File: config.mk
export PLATFORM = sky130hd
export DESIGN_NAME = ps2_keyboard
export DESIGN_NICKNAME = d
export VERILOG_FILES = /design/src/rtl/ps2_pkg.sv /design/src/rtl/ps2_scan2ascii.sv /design/src/rtl/ps2_keyboard.sv
export SDC_FILE = /design/constraint.sdc
export NUM_CORES = 1
export LEC_CHECK = 0
export ABC_AREA = 1
export BUFFER_PORTS_ARGS = -buffer_cell sky130_fd_sc_hd__buf_2
export CAP_MARGIN = 25
export CORE_MARGIN = 2
export CORE_UTILIZATION = 44
export DETAILED_ROUTE_END_ITERATION = 10
export GPL_ROUTABILITY_DRIVEN = 0
export PLACE_DENSITY = 0.67
export SLEW_MARGIN = 20
export SYNTH_ARGS = -nofsm -noshare
export SYNTH_HDL_FRONTEND = slang
export SYNTH_SLANG_ARGS = --single-unit
File: constraint.sdc
create_clock -name clock -period 4.27 [get_ports clock]
set_input_delay 0.854 -clock clock [delete_from_list [all_inputs] [get_ports clock]]
set_output_delay 0.854 -clock clock [all_outputs]
set_load 0.02 [all_outputs]
File: src/rtl/ps2_pkg.sv
// Shared encodings for the PS/2 keyboard receiver: frame FSM states,
// scan-code prefixes/modifiers, output control codes and the parity helper.
package ps2_pkg;

  typedef enum logic [1:0] {
    ST_IDLE   = 2'd0,
    ST_DATA   = 2'd1,
    ST_PARITY = 2'd2,
    ST_STOP   = 2'd3
  } ps2_state_t;

  localparam logic [7:0] SC_EXT    = 8'hE0;
  localparam logic [7:0] SC_BRK    = 8'hF0;
  localparam logic [7:0] SC_LSHIFT = 8'h12;
  localparam logic [7:0] SC_RSHIFT = 8'h59;
  localparam logic [7:0] SC_CTRL   = 8'h14;
  localparam logic [7:0] SC_CAPS   = 8'h58;

  localparam logic [7:0] AS_CR    = 8'h0D;
  localparam logic [7:0] AS_BS    = 8'h08;
  localparam logic [7:0] AS_ESC   = 8'h1B;
  localparam logic [7:0] AS_TAB   = 8'h09;
  localparam logic [7:0] AS_UP    = 8'h11;
  localparam logic [7:0] AS_DOWN  = 8'h12;
  localparam logic [7:0] AS_LEFT  = 8'h13;
  localparam logic [7:0] AS_RIGHT = 8'h14;
  localparam logic [7:0] AS_HOME  = 8'h15;
  localparam logic [7:0] AS_END   = 8'h16;
  localparam logic [7:0] AS_DEL   = 8'h7F;
  localparam logic [7:0] AS_NONE  = 8'h00;

  // True when data plus parity bit carry an odd number of ones.
  function automatic logic odd_parity_ok(input logic [7:0] data, input logic par);
    return ^{data, par};
  endfunction

endpackage

File: src/rtl/ps2_scan2ascii.sv
// Registered scan-code (set 2, US layout) to ASCII translation ROM.
// Output 00 means the key produces no character.
module ps2_scan2ascii
  import ps2_pkg::*;
(
  input  logic       clock,
  input  logic       reset_n,
  input  logic [7:0] code,
  input  logic       ext,
  input  logic       shift,
  input  logic       caps,
  input  logic       ctrl,
  output logic [7:0] ascii
);

  logic [7:0]  w_letter;
  logic [15:0] w_sym;
  logic [7:0]  w_next;
  logic [7:0]  r_ascii;

  function automatic logic [7:0] letter_lc(input logic [7:0] c);
    case (c)
      8'h1C: return 8'h61;  8'h32: return 8'h62;  8'h21: return 8'h63;
      8'h23: return 8'h64;  8'h24: return 8'h65;  8'h2B: return 8'h66;
      8'h34: return 8'h67;  8'h33: return 8'h68;  8'h43: return 8'h69;
      8'h3B: return 8'h6A;  8'h42: return 8'h6B;  8'h4B: return 8'h6C;
      8'h3A: return 8'h6D;  8'h31: return 8'h6E;  8'h44: return 8'h6F;
      8'h4D: return 8'h70;  8'h15: return 8'h71;  8'h2D: return 8'h72;
      8'h1B: return 8'h73;  8'h2C: return 8'h74;  8'h3C: return 8'h75;
      8'h2A: return 8'h76;  8'h1D: return 8'h77;  8'h22: return 8'h78;
      8'h35: return 8'h79;  8'h1A: return 8'h7A;
      default: return AS_NONE;
    endcase
  endfunction

  // {unshifted glyph, shifted glyph}
  function automatic logic [15:0] sym_pair(input logic [7:0] c);
    case (c)
      8'h16: return 16'h3121;  8'h1E: return 16'h3240;  8'h26: return 16'h3323;
      8'h25: return 16'h3424;  8'h2E: return 16'h3525;  8'h36: return 16'h365E;
      8'h3D: return 16'h3726;  8'h3E: return 16'h382A;  8'h46: return 16'h3928;
      8'h45: return 16'h3029;  8'h0E: return 16'h607E;  8'h4E: return 16'h2D5F;
      8'h55: return 16'h3D2B;  8'h54: return 16'h5B7B;  8'h5B: return 16'h5D7D;
      8'h5D: return 16'h5C7C;  8'h4C: return 16'h3B3A;  8'h52: return 16'h2722;
      8'h41: return 16'h2C3C;  8'h49: return 16'h2E3E;  8'h4A: return 16'h2F3F;
      default: return 16'h0000;
    endcase
  endfunction

  function automatic logic [7:0] fixed_map(input logic [7:0] c);
    case (c)
      8'h5A:   return AS_CR;
      8'h66:   return AS_BS;
      8'h76:   return AS_ESC;
      8'h0D:   return AS_TAB;
      8'h29:   return 8'h20;
      default: return AS_NONE;
    endcase
  endfunction

  function automatic logic [7:0] ext_map(input logic [7:0] c);
    case (c)
      8'h75:   return AS_UP;
      8'h72:   return AS_DOWN;
      8'h6B:   return AS_LEFT;
      8'h74:   return AS_RIGHT;
      8'h6C:   return AS_HOME;
      8'h69:   return AS_END;
      8'h71:   return AS_DEL;
      default: return AS_NONE;
    endcase
  endfunction

  always_comb begin
    w_letter = letter_lc(code);
    w_sym    = sym_pair(code);
    w_next   = AS_NONE;
    if (ext) begin
      w_next = ext_map(code);
    end else if (w_letter != AS_NONE) begin
      if (ctrl) begin
        w_next = w_letter & 8'h1F;
      end else if (shift ^ caps) begin
        w_next = w_letter & 8'hDF;
      end else begin
        w_next = w_letter;
      end
    end else if (w_sym != 16'h0000) begin
      w_next = shift ? w_sym[7:0] : w_sym[15:8];
    end else begin
      w_next = fixed_map(code);
    end
  end

  always_ff @(posedge clock) begin
    if (!reset_n) begin
      r_ascii <= AS_NONE;
    end else begin
      r_ascii <= w_next;
    end
  end

  assign ascii = r_ascii;

endmodule

File: src/rtl/ps2_keyboard.sv
// PS/2 keyboard receiver: line synchroniser and glitch filter, 11-bit frame FSM
// with parity/stop/timeout checking, and prefix/modifier decoder feeding the ASCII ROM.
module ps2_keyboard
  import ps2_pkg::*;
#(
  parameter int TIMEOUT = 25000,
  parameter int FILTER  = 8
) (
  input  logic       clock,
  input  logic       reset_n,
  input  logic       ps2_clk,
  input  logic       ps2_dat,
  output logic       kdone,
  output logic [7:0] ascii,
  output logic       err
);

  localparam int TW = $clog2(TIMEOUT + 1);
  localparam logic [TW-1:0] TMO_LAST = TW'(TIMEOUT - 1);

  logic              r_clk_s1, r_clk_s2, r_dat_s1, r_dat_s2;
  logic [FILTER-1:0] r_hist;
  logic [FILTER:0]   w_hist_ext;
  logic              r_fclk, r_fclk_d;
  logic              w_strobe, w_bit, w_frame_ok;

  ps2_state_t        r_state;
  logic [2:0]        r_bitcnt;
  logic [7:0]        r_shreg;
  logic              r_par;
  logic [TW-1:0]     r_tmo;
  logic              r_err;

  logic              r_ext, r_brk, r_shift, r_ctrl, r_caps;
  logic              r_lookup, r_kdone;
  logic [7:0]        r_ascii;
  logic [7:0]        w_rom;

  assign w_hist_ext = {r_hist, r_clk_s2};
  assign w_strobe   = r_fclk_d & ~r_fclk;
  assign w_bit      = r_dat_s2;
  assign w_frame_ok = w_strobe && (r_state == ST_STOP) && odd_parity_ok(r_shreg, r_par) && w_bit;

  // The filtered clock only flips once the whole history window agrees.
  always_ff @(posedge clock) begin
    if (!reset_n) begin
      r_clk_s1 <= 1'b1;
      r_clk_s2 <= 1'b1;
      r_dat_s1 <= 1'b1;
      r_dat_s2 <= 1'b1;
      r_hist   <= {FILTER{1'b1}};
      r_fclk   <= 1'b1;
      r_fclk_d <= 1'b1;
    end else begin
      r_clk_s1 <= ps2_clk;
      r_clk_s2 <= r_clk_s1;
      r_dat_s1 <= ps2_dat;
      r_dat_s2 <= r_dat_s1;
      r_hist   <= w_hist_ext[FILTER-1:0];
      if (r_hist == {FILTER{1'b0}}) begin
        r_fclk <= 1'b0;
      end else if (r_hist == {FILTER{1'b1}}) begin
        r_fclk <= 1'b1;
      end else begin
        r_fclk <= r_fclk;
      end
      r_fclk_d <= r_fclk;
    end
  end

  always_ff @(posedge clock) begin
    if (!reset_n) begin
      r_state  <= ST_IDLE;
      r_bitcnt <= 3'd0;
      r_shreg  <= 8'h00;
      r_par    <= 1'b0;
      r_tmo    <= {TW{1'b0}};
      r_err    <= 1'b0;
    end else begin
      r_err <= 1'b0;
      if (r_state == ST_IDLE) begin
        r_tmo <= {TW{1'b0}};
        if (w_strobe && !w_bit) begin
          r_state  <= ST_DATA;
          r_bitcnt <= 3'd0;
        end
      end else if (!w_strobe) begin
        if (r_tmo == TMO_LAST) begin
          r_state <= ST_IDLE;
          r_tmo   <= {TW{1'b0}};
          r_err   <= 1'b1;
        end else begin
          r_tmo <= r_tmo + TW'(1);
        end
      end else begin
        r_tmo <= {TW{1'b0}};
        case (r_state)
          ST_DATA: begin
            r_shreg  <= {w_bit, r_shreg[7:1]};
            r_bitcnt <= r_bitcnt + 3'd1;
            if (r_bitcnt == 3'd7) begin
              r_state <= ST_PARITY;
            end
          end
          ST_PARITY: begin
            r_par   <= w_bit;
            r_state <= ST_STOP;
          end
          ST_STOP: begin
            r_state <= ST_IDLE;
            r_err   <= !w_frame_ok;
          end
          default: r_state <= ST_IDLE;
        endcase
      end
    end
  end

  // Prefix/modifier decode happens in the stop-strobe cycle so the ROM sees
  // the byte that same cycle; kdone follows the ROM register by one clock.
  always_ff @(posedge clock) begin
    if (!reset_n) begin
      r_ext    <= 1'b0;
      r_brk    <= 1'b0;
      r_shift  <= 1'b0;
      r_ctrl   <= 1'b0;
      r_caps   <= 1'b0;
      r_lookup <= 1'b0;
      r_kdone  <= 1'b0;
      r_ascii  <= AS_NONE;
    end else begin
      r_lookup <= 1'b0;
      r_kdone  <= 1'b0;
      if (r_lookup && (w_rom != AS_NONE)) begin
        r_kdone <= 1'b1;
        r_ascii <= w_rom;
      end
      if (w_frame_ok) begin
        if (r_shreg == SC_EXT) begin
          r_ext <= 1'b1;
        end else if (r_shreg == SC_BRK) begin
          r_brk <= 1'b1;
        end else begin
          r_ext <= 1'b0;
          r_brk <= 1'b0;
          if ((r_shreg == SC_LSHIFT || r_shreg == SC_RSHIFT) && !r_ext) begin
            r_shift <= !r_brk;
          end else if (r_shreg == SC_CTRL) begin
            r_ctrl <= !r_brk;
          end else if (r_shreg == SC_CAPS) begin
            r_caps <= r_brk ? r_caps : !r_caps;
          end else begin
            r_lookup <= !r_brk;
          end
        end
      end
    end
  end

  ps2_scan2ascii u_rom (
    .clock   (clock),
    .reset_n (reset_n),
    .code    (r_shreg),
    .ext     (r_ext),
    .shift   (r_shift),
    .caps    (r_caps),
    .ctrl    (r_ctrl),
    .ascii   (w_rom)
  );

  assign kdone = r_kdone;
  assign ascii = r_ascii;
  assign err   = r_err;

endmodule

[Word-level counts from Yosys, hierarchy flattened]
Memories as Yosys holds them, arrays and structs flattened. A register that Yosys moved wholly into a read port is not among the register bits.
Index checks and enable logic that the tools add are counted.
Storage, ports and cells
  register bits: 67
  bits in latches: 0
  RAM bits: 0
  ROM bits: 896
  input bits: 4
  output and inout port bits: 10
  word-level logic and storage cells: 149
  memories: 1
Operators by class
  add/sub/neg operators: 2
  multiply operators: 0
  div/mod/pow operators: 0
  $lt $le $gt $ge: 0
  equal/unequal tests: 48
  shift operators: 0
  muxes and demuxes: 31
  bitwise operators: 11
  reductions and logical operators: 34
Memories
  (name not given): depth 128, width 7, read ports 1, clocked after memory_dff 1, wr ports 0, RTL line ps2_scan2ascii.sv:22  | case (c)
Operators with widths (count)
  one-hot mux 15 bit (21 select lines): 1
  equality test 8 x 7 -> 1 bit, second input constant: 24
  equality test 8 x 6 -> 1 bit, second input constant: 7
  one-hot mux 7 bit (7 select lines): 1
  two-way mux 8 bit: 6
  equality test 8 x 5 -> 1 bit, second input constant: 4
  one-hot mux 6 bit (5 select lines): 1
  equality test 8 bit, second input constant: 3
  equality test 8 x 4 -> 1 bit, second input constant: 2
  nonzero test 16 bit: 1
  nonzero test 8 bit: 2
  adder 15 x 1 -> 15 bit, second input constant: 1
  equality test 15 bit, second input constant: 1
  two-way mux 7 bit: 2
  two-way mux 3 bit: 4
  AND reduction 3 bit: 4
  two-way mux 2 bit: 5
  two-way mux 1 bit: 9
  NOT 1 bit: 9
  parity 9 bit: 1
  zero test 8 bit: 1
  AND reduction 7 bit: 1
  OR reduction 7 bit: 1
  logical AND 1 bit: 6
  other kinds (21): 29

[Longest topological paths before layout]
Gate-level depths: netlist of run 1.
  depth in word-level cells: 8
  mapped depth: 19
  gate-level depth less buffers: 17

[Cells and area by module]
A second synthesis of run 1 with hierarchy kept.
Second synthesis, totals
  cells, all modules: 699
  area total of the unflattened synthesis: 4381.7 µm²
Modules (own cells, without submodules)
  ps2_keyboard: instances 1, cells an instance 357, area an instance 2668.8 µm², seq. area each 1181.1 µm²
  ps2_scan2ascii: instances 1, cells an instance 342, area an instance 1712.9 µm², seq. area each 140.1 µm²

[Least setup slack after synthesis of run 1]
Ideal clock, no wire load.
  kind: register -> register
  from: register r_state[0]
  to: register (tool-made name)
  setup time: 113 ps
  arrival time: 2184 ps
  required time: 4157 ps
  path slack: 1973 ps
  cell stages (with the launch flop): 17
  path buffers: 1
  clock period less this slack: 2297 ps
  path through: dfxtp_1 -> inv_1 -> ha_1 -> buf_6 -> nor3_4 -> nor2_1 -> nor2_1 -> nand2_1 -> ha_1 -> nand4_2 -> inv_1 -> o21ai_1 -> nand3_1 -> nand3_1 -> nand2_1 -> nand2_1 -> nand2_1
RTL lines
  from (decl): RTL line ps2_keyboard.sv:27  | ps2_state_t r_state;
  from (signal assigned): RTL line ps2_keyboard.sv:73  | r_state <= ST_IDLE;
  from (signal assigned): RTL line ps2_keyboard.sv:84  | r_state <= ST_DATA;
  from (signal assigned): RTL line ps2_keyboard.sv:89  | r_state <= ST_IDLE;

==> impl_metrics.tcl, run 1 <==
set metrics [dict create \
    status "completed" \
    dp.cells 784 \
    start_kind "flip-flop" \
    row_count 35 \
    rsz0062_at_grt "false" \
    wire_per_inst_um 12.3 \
    ys_seq_elements 71 \
    layout_setup_ws_ns 1.56 \
    drc 0 \
    io_buffers 12 \
    tns_ns 0 \
    path_clk_slew_ns 0.08 \
    worstPathMaxFanout 12 \
    routed-wl-met2_um 4380 \
    area_growth_pct 7.90 \
    top_layer "met4" \
    grt_remaining_overflow 0 \
    rrSetupSlack_ns 1.56 \
    numCtsBuffers 9 \
    hp-start "r_dat_s1" \
    synth.distinct_cells 49 \
    io_pins 14 \
    powerDensity_mw_per_mm2 293 \
    combPwrFrac_pct 6.5 \
    p_clk_share_pct 43.1 \
    synth_area_per_cell_um2 6.49 \
    synth.area.top_cells "dfxtp_1, nand2_1, nor2_1" \
    synth_area_mm2 0.00428 \
    arrival_ns 3.01 \
    setup_viol 0 \
    grt.total_usage_pct 20.5 \
    yosysSeqAreaShare_pct 33.2 \
    n_antenna_cell 0 \
    relSlewSlack_pct 41.9 \
    peakVddDrop_mv 0.204 \
    cts_tree "yes" \
    cts_buffer_depth 2 \
    clock-sinks 71 \
    r2r_start "r_state[0]" \
    wirelength_um 9860 \
    grt_max_degree 30 \
    reg2regPathDepth 16 \
    finalMaxSlewViolations 0 \
    start_util_pct 45.8 \
    p_switching_mw 0.312 \
    tightest_slew_ns 0.870 \
    cp.required_ns 4.57 \
    synthesis.nets 678 \
    die_w_um 103 \
    fin_cells 799 \
    die_y_um 103 \
    ys.flop_type "dfxtp_1" \
    crit_type "flip-flop to flip-flop" \
    synth_edf_count 0 \
    cts_max_level 3 \
    postCtsSetupBuffers 0 \
    grt_pass1_wl_um 17100 \
    dr.first_iter.drc_count 299 \
    fmax_mhz 370 \
    ctsResizeCount 0 \
    yosysWarnings 0 \
    p_int_mw 1.04 \
    vias_per_cell 5.19 \
    cts_hold_buf 0 \
    clk_latency_ns 0.35 \
    synth_cells 659 \
    switching_share_pct 23.1 \
    holdPathEnd "r_dat_s2" \
    p_seq_share_pct 50.4 \
    holdPathStages 1 \
    fin_nets 685 \
    drive_above_1_share_pct 8.36 \
    num_vias 4146 \
    antenna_found_initial 0 \
    hpwl_um 7500 \
    fin_crit_sh_pct 63.4 \
    wl_met3_um 578 \
    hold_ws_ns 0.413 \
    die_area_mm2 0.0105 \
    leakagePower_nw 2.22 \
    drv_cap 0 \
    nFillCells 938 \
    clock_skew_ns 0.0104 \
    first_pass_iters 5 \
    grt_pass1_vias 3827 \
    m1WireLength_um 4730 \
    root_buffer "clkbuf_8" \
    ant_nets 0 \
    synthArstFlopShare_pct 0 \
    synth_top_area_cell "dfxtp_1" \
    fin_total_pwr_mw 1.35 \
    hold_viol 0 \
    fin_crit_ns 2.71 \
    worstSetupEndpointType "flip-flop" \
    pre_cts_ws_ns 1.61 \
    core_area_mm2 0.00933 \
    synth_top_area_share_pct 33.2 \
    hold_class "flip-flop to flip-flop" \
]
power by group through the flow:
stage	Combinational, mW	Sequential, mW	Clock [mW]
2_1_floorplan	0.0781	0.696	0
3_3_place_gp	0.0859	0.696	0
3_5_place_dp	0.0877	0.698	0
4_1_cts	0.0883	0.683	0.596
5_1_grt	0.103	0.684	0.630
6_report	0.0878	0.683	0.583
registers in the layout (all words and copies together) (netlist names), 2 cells and up, named ones only:
register	flops
r_state	2
u_rom.ascii	7
r_bitcnt	3
r_shreg	8
r_hist	8
r_tmo	15
ascii	7
cells in the mapped netlist, types with 3 or more instances:
library cell and number:
a31oi_1 3, nand2_1 183, nand3_1 42, inv_1 73
ha_1 15, nor3_1 14, nor4_1 3, xor2_1 3
nor3_4 3, o21a_1 3, dfxtp_1 71, nand4_1 14
inv_2 5, nor2_2 3, buf_2 7, a21oi_1 34
buf_6 3, o21ai_0 25, nand3b_1 4, o21ai_1 5
nor2_1 94, a211oi_1 3, nand2_2 5, or2_2 6
and3_1 3, clkbuf_1 4, xnor2_1 3
layout make-up:
| type | instances | area (um^2) | share of cell area (%) |
|---|---|---|---|
| clock inverters | 4 | 70.1 | 1.52 |
| clock buffers | 11 | 141 | 3.06 |
| repair buffers | 13 | 67.6 | 1.46 |
| well taps | 129 | 161 | 3.50 |
| multi-input cells | 492 | 2460 | 53.2 |
| flip-flops and latches | 71 | 1420 | 30.8 |
| inverters | 79 | 297 | 6.43 |
worst max-delay path, stage by stage (launching register included):
cell	delay, ns
dfxtp_1	0.37
inv_1	0.10
ha_1	0.33
nor2_4	0.18
nand2_2	0.20
nor2_1	0.14
nor2_1	0.06
nand2_1	0.20
ha_1	0.21
nand4_2	0.16
o21ai_1	0.17
nand2_1	0.12
nand3_1	0.11
nand3b_1	0.10
nand2_1	0.09
nand2_1	0.05
nand2_1	0.06
cells by family (layout without fill, tap and decap cells):
group	Yosys count	count (layout)	synth area share, %
simple gates	384	384	40.0
buf+inv	96	107	9.33
compound gates	86	86	11.8
flops	71	71	33.2
fa+ha+maj	15	15	4.39
xor+xnor	6	6	1.23
other cells	1	1	0.0877
worst max path at each step:
| stage | startpoint | end | slack [ns] | cells after the start |
|---|---|---|---|---|
| 3_5_place_dp | reset_n | flip-flop | 1.61 | 12 |
| 6_report | r_state[0] | flip-flop | 1.56 | 16 |
| 5_1_grt | r_state[0] | flip-flop | 1.29 | 17 |
| 3_3_place_gp | reset_n | flip-flop | 1.63 | 7 |
| 4_1_cts | r_state[0] | flip-flop | 1.60 | 16 |
| 2_1_floorplan | r_state[0] | flip-flop | 1.97 | 16 |
cells in the final DEF, fill, tap and decap left out, types with 5 or more instances in the layout:
master | synthesis | routed
buf_2 | 7 | 12
clkbuf_8 | 0 | 10
a21oi_1 | 34 | 34
nand4_1 | 14 | 14
nand2_2 | 5 | 5
nor2_1 | 94 | 94
nor3_1 | 14 | 14
nand3_1 | 42 | 42
dfxtp_1 | 71 | 71
or2_2 | 6 | 6
ha_1 | 15 | 15
o21ai_0 | 25 | 25
inv_1 | 73 | 73
o21ai_1 | 5 | 5
inv_2 | 5 | 5
nand2_1 | 183 | 183
through the flow:
stage               cell area, um^2  utilization [%]
global placement               4400             47.2
global route                   4610             49.5
floorplan                      4280                -
finish                         4610             49.5
detailed placement             4400             47.2
CTS                            4610             49.5
metal layers:
metal | up-vias | global-route usage [%]
met2 | 126 | 31.4
li1 | 2140 | -
met5 | - | 0
met4 | 0 | 7.79
met3 | 15 | 5.83
met1 | 1865 | 27.3
No activity file was read; power rests on OpenSTA's default activity.
==> inputs of run 2 (changes only) <==
--- a/config.mk
+++ b/config.mk
@@ -5,14 +5,14 @@
 export SDC_FILE = /design/constraint.sdc
 export NUM_CORES = 1
 export LEC_CHECK = 0
-export ABC_AREA = 1
+export ABC_AREA = 0
 export BUFFER_PORTS_ARGS = -buffer_cell sky130_fd_sc_hd__buf_2
 export CAP_MARGIN = 25
 export CORE_MARGIN = 2
 export CORE_UTILIZATION = 44
 export DETAILED_ROUTE_END_ITERATION = 10
 export GPL_ROUTABILITY_DRIVEN = 0
-export PLACE_DENSITY = 0.67
+export PLACE_DENSITY = 0.69
 export SLEW_MARGIN = 20
 export SYNTH_ARGS = -nofsm -noshare
 export SYNTH_HDL_FRONTEND = slang
==> constraint.sdc (replaced) <==
create_clock -name clock -period 2.45 [get_ports clock]
set_input_delay 0.49 -clock clock [delete_from_list [all_inputs] [get_ports clock]]
set_output_delay 0.49 -clock clock [all_outputs]
set_load 0.02 [all_outputs]
==> impl_metrics.tcl, run 2 <==
set metrics [dict create \
    nFillCells 993 \
    gr-usage-met2_pct 36.9 \
    synth_cells 627 \
    crit_type "flip-flop to flip-flop" \
    dp.cells 779 \
    final_cell_mix "nand2_1, dfxtp_1, nor2_1" \
    reg2regPathDepth 12 \
    root_buffer "clkbuf_8" \
    fin_util_pct 52.0 \
    drc 0 \
    multi_input_area_mm2 0.00322 \
    grt_remaining_overflow 0 \
    gr-usage-met3_pct 6.15 \
    num_vias 4970 \
    setup_viol 2 \
    core_area_mm2 0.0107 \
    synth.area.top_cells "dfxtp_1, nand2_1, nor2_1" \
    cts_max_level 3 \
    synthesis.nets 646 \
    first_pass_iters 5 \
    synth_edf_count 0 \
    worstPathMaxFanout 5 \
    synth_top_area_cell "dfxtp_1" \
    rsz0062_at_grt "true" \
    drv_cap 0 \
    yosysWarnings 0 \
    io_pins 14 \
    arrival_ns 2.72 \
    cp.required_ns 2.71 \
    fin_nets 675 \
    ys_seq_elements 71 \
    synth.distinct_cells 75 \
    die_area_mm2 0.0117 \
    ys.flop_type "dfxtp_1" \
    wire_per_inst_um 17.4 \
    fin_crit_ns 2.47 \
    violations "setup timing" \
    hold_class "input port to flip-flop" \
    gr-usage-met1_pct 31.7 \
    synth_area_mm2 0.00477 \
    drive_above_1_share_pct 18.5 \
    start_util_pct 44.6 \
    r2r_start "r_state[0]" \
    pre_cts_ws_ns -0.0472 \
    yosysMostFrequentCell "nand2_1" \
    crit_chain "inv_2 -> ha_4 -> nor4bb_4 -> buf_6 -> nand2_4 -> a21oi_4 -> buf_4 -> ha_2 -> nand3_1 -> a211oi_2 -> a31oi_1 -> o221ai_2" \
    cts_tree "yes" \
    fmax_mhz 406 \
    fin_total_pwr_mw 2.11 \
    ant_nets 0 \
    holdPathStages 2 \
    cpMaxStageDelayCell "dfxtp_2" \
    n_antenna_cell 0 \
    numCtsBuffers 9 \
    yosysSeqAreaShare_pct 29.8 \
    largest_reg_flops 15 \
    io_buffers 12 \
    clock-sinks 71 \
    busiest_layer "met2" \
    powerDensity_mw_per_mm2 379 \
    start_kind "flip-flop" \
    synth_top_area_share_pct 29.8 \
    vias_per_cell 6.20 \
    grt_pass1_wl_um 22400 \
    layout_setup_ws_ns -0.0160 \
    crit_family "compound AO/OA/AOI/OAI gates" \
    antenna_found_initial 0 \
    synth_commonest_cells "nand2_1, dfxtp_1, nor2_1, a21oi_1, o21ai_0" \
    synth_area_per_cell_um2 7.61 \
    regMostFlops "r_tmo" \
    hpwl_um 10100 \
    crit_buf_inv 3 \
    clk_latency_ns 0.36 \
    largestRegisters "r_tmo: 15 flops, r_hist: 8 flops, r_shreg: 8 flops" \
    status "finished with violations" \
    finalMaxSlewViolations 0 \
    row_count 38 \
    dr.first_iter.drc_count 544 \
    hp-start "ps2_clk" \
    grt_pass1_vias 4509 \
    path_clk_slew_ns 0.08 \
    wirelength_um 13900 \
    worstSetupEndpointType "flip-flop" \
    area_growth_pct 16.6 \
    die_y_um 108 \
    max_stage_delay_ns 0.36 \
    fin_cells 801 \
    synthArstFlopShare_pct 0 \
    seq_area_mm2 0.00143 \
    cts_hold_buf 0 \
    hold_viol 0 \
    die_w_um 108 \
    clock_skew_ns 0.00922 \
    tightest_slew_ns 0.714 \
    relSlewSlack_pct 51.9 \
    hold_ws_ns 0.301 \
    grt_max_degree 24 \
    fin_crit_sh_pct 101 \
    leakagePower_nw 2.15 \
    holdPathEnd "r_clk_s1" \
    grt.total_usage_pct 24.0 \
    peakVddDrop_mv 0.262 \
    rrSetupSlack_ns -0.02 \
    cts_buffer_depth 2 \
    final_common_cell "nand2_1" \
]
## run 2: cell types whose count changed after synthesis, sizes merged, moves of 10 or more
cell	previous run	this run
clkbuf	4	20
inv	78	18
xnor2	3	14
nor2b	0	10
nand2b	0	25
nor2	98	62
nand2	189	74
nand3	43	24
buf	13	29
## run 2: through the flow
stage | area (um^2) | TNS [ns]
3_5_place_dp | 5260 | -0.104
3_3_place_gp | 5260 | -0.0527
4_1_cts | 5480 | 0
5_1_grt | 5560 | -0.402
2_1_floorplan | 4880 | -1.23
6_report | 5560 | -0.0223
## run 2: cell families after synthesis
group	count (synthesis)	share of synthesized area (%)
buffers and inverters	67	5.98
other	1	0.0786
flip-flops	71	29.8
XOR/XNOR	24	4.69
multiplexers	11	2.52
adder cells (fa/ha/maj)	15	3.93
AO/OA/AOI/OAI	158	22.3
AND/OR/NAND/NOR	280	30.7
## run 2: area by class of cell
class                   count  area share [%]
well taps                 140            3.15
clock buffers              11            2.54
repair buffers             67            8.86
inverters                  18            1.35
clock inverters             5           0.585
flip-flops and latches     71            25.6
multi-input cells         489            57.9
## run 2: worst max-delay path by stage
stage,startpoint,to,slack [ns],cells after the start
floorplan,r_state[1],flip-flop,-0.32,16
global placement,r_state[1],flip-flop,-0.05,12
detailed placement,r_state[1],flip-flop,-0.05,11
CTS,r_state[0],flip-flop,0.01,11
global route,r_state[0],flip-flop,-0.09,12
finish,r_state[0],flip-flop,-0.02,12
## run 2: layer usage
metal	vias to the layer above	wire length, um	part of all wire (%)
met4	0	643	4.6
met3	60	1320	9.5
li1	2333	-	-
met5	-	0	0
met2	291	6170	44
met1	2286	5790	42
## run 2: power breakdown
group	switching [mW]	leakage (nW)	internal (mW)	total (mW)
registers	0.00563	0.575	1.16	1.17
clock network	0.455	0.0935	0.395	0.851
logic	0.0542	1.48	0.0352	0.0893
## run 2: worst reg2reg max path, delay by kind of cell (launching register included)
| kind | cells | cell delay (ns) |
|---|---|---|
| buffers and inverters | 3 | 0.39 |
| flip-flops | 1 | 0.36 |
| AO/OA/AOI/OAI | 4 | 0.70 |
| adder cells (fa/ha/maj) | 2 | 0.41 |
| AND/OR/NAND/NOR | 3 | 0.52 |
## run 2: what timing repair did
action | in CTS | in global routing
setup buffers | 1 | 5
endpoints found under the setup margin | 5 | 10
resized for setup | 6 | 13
pin swaps | 2 | 5
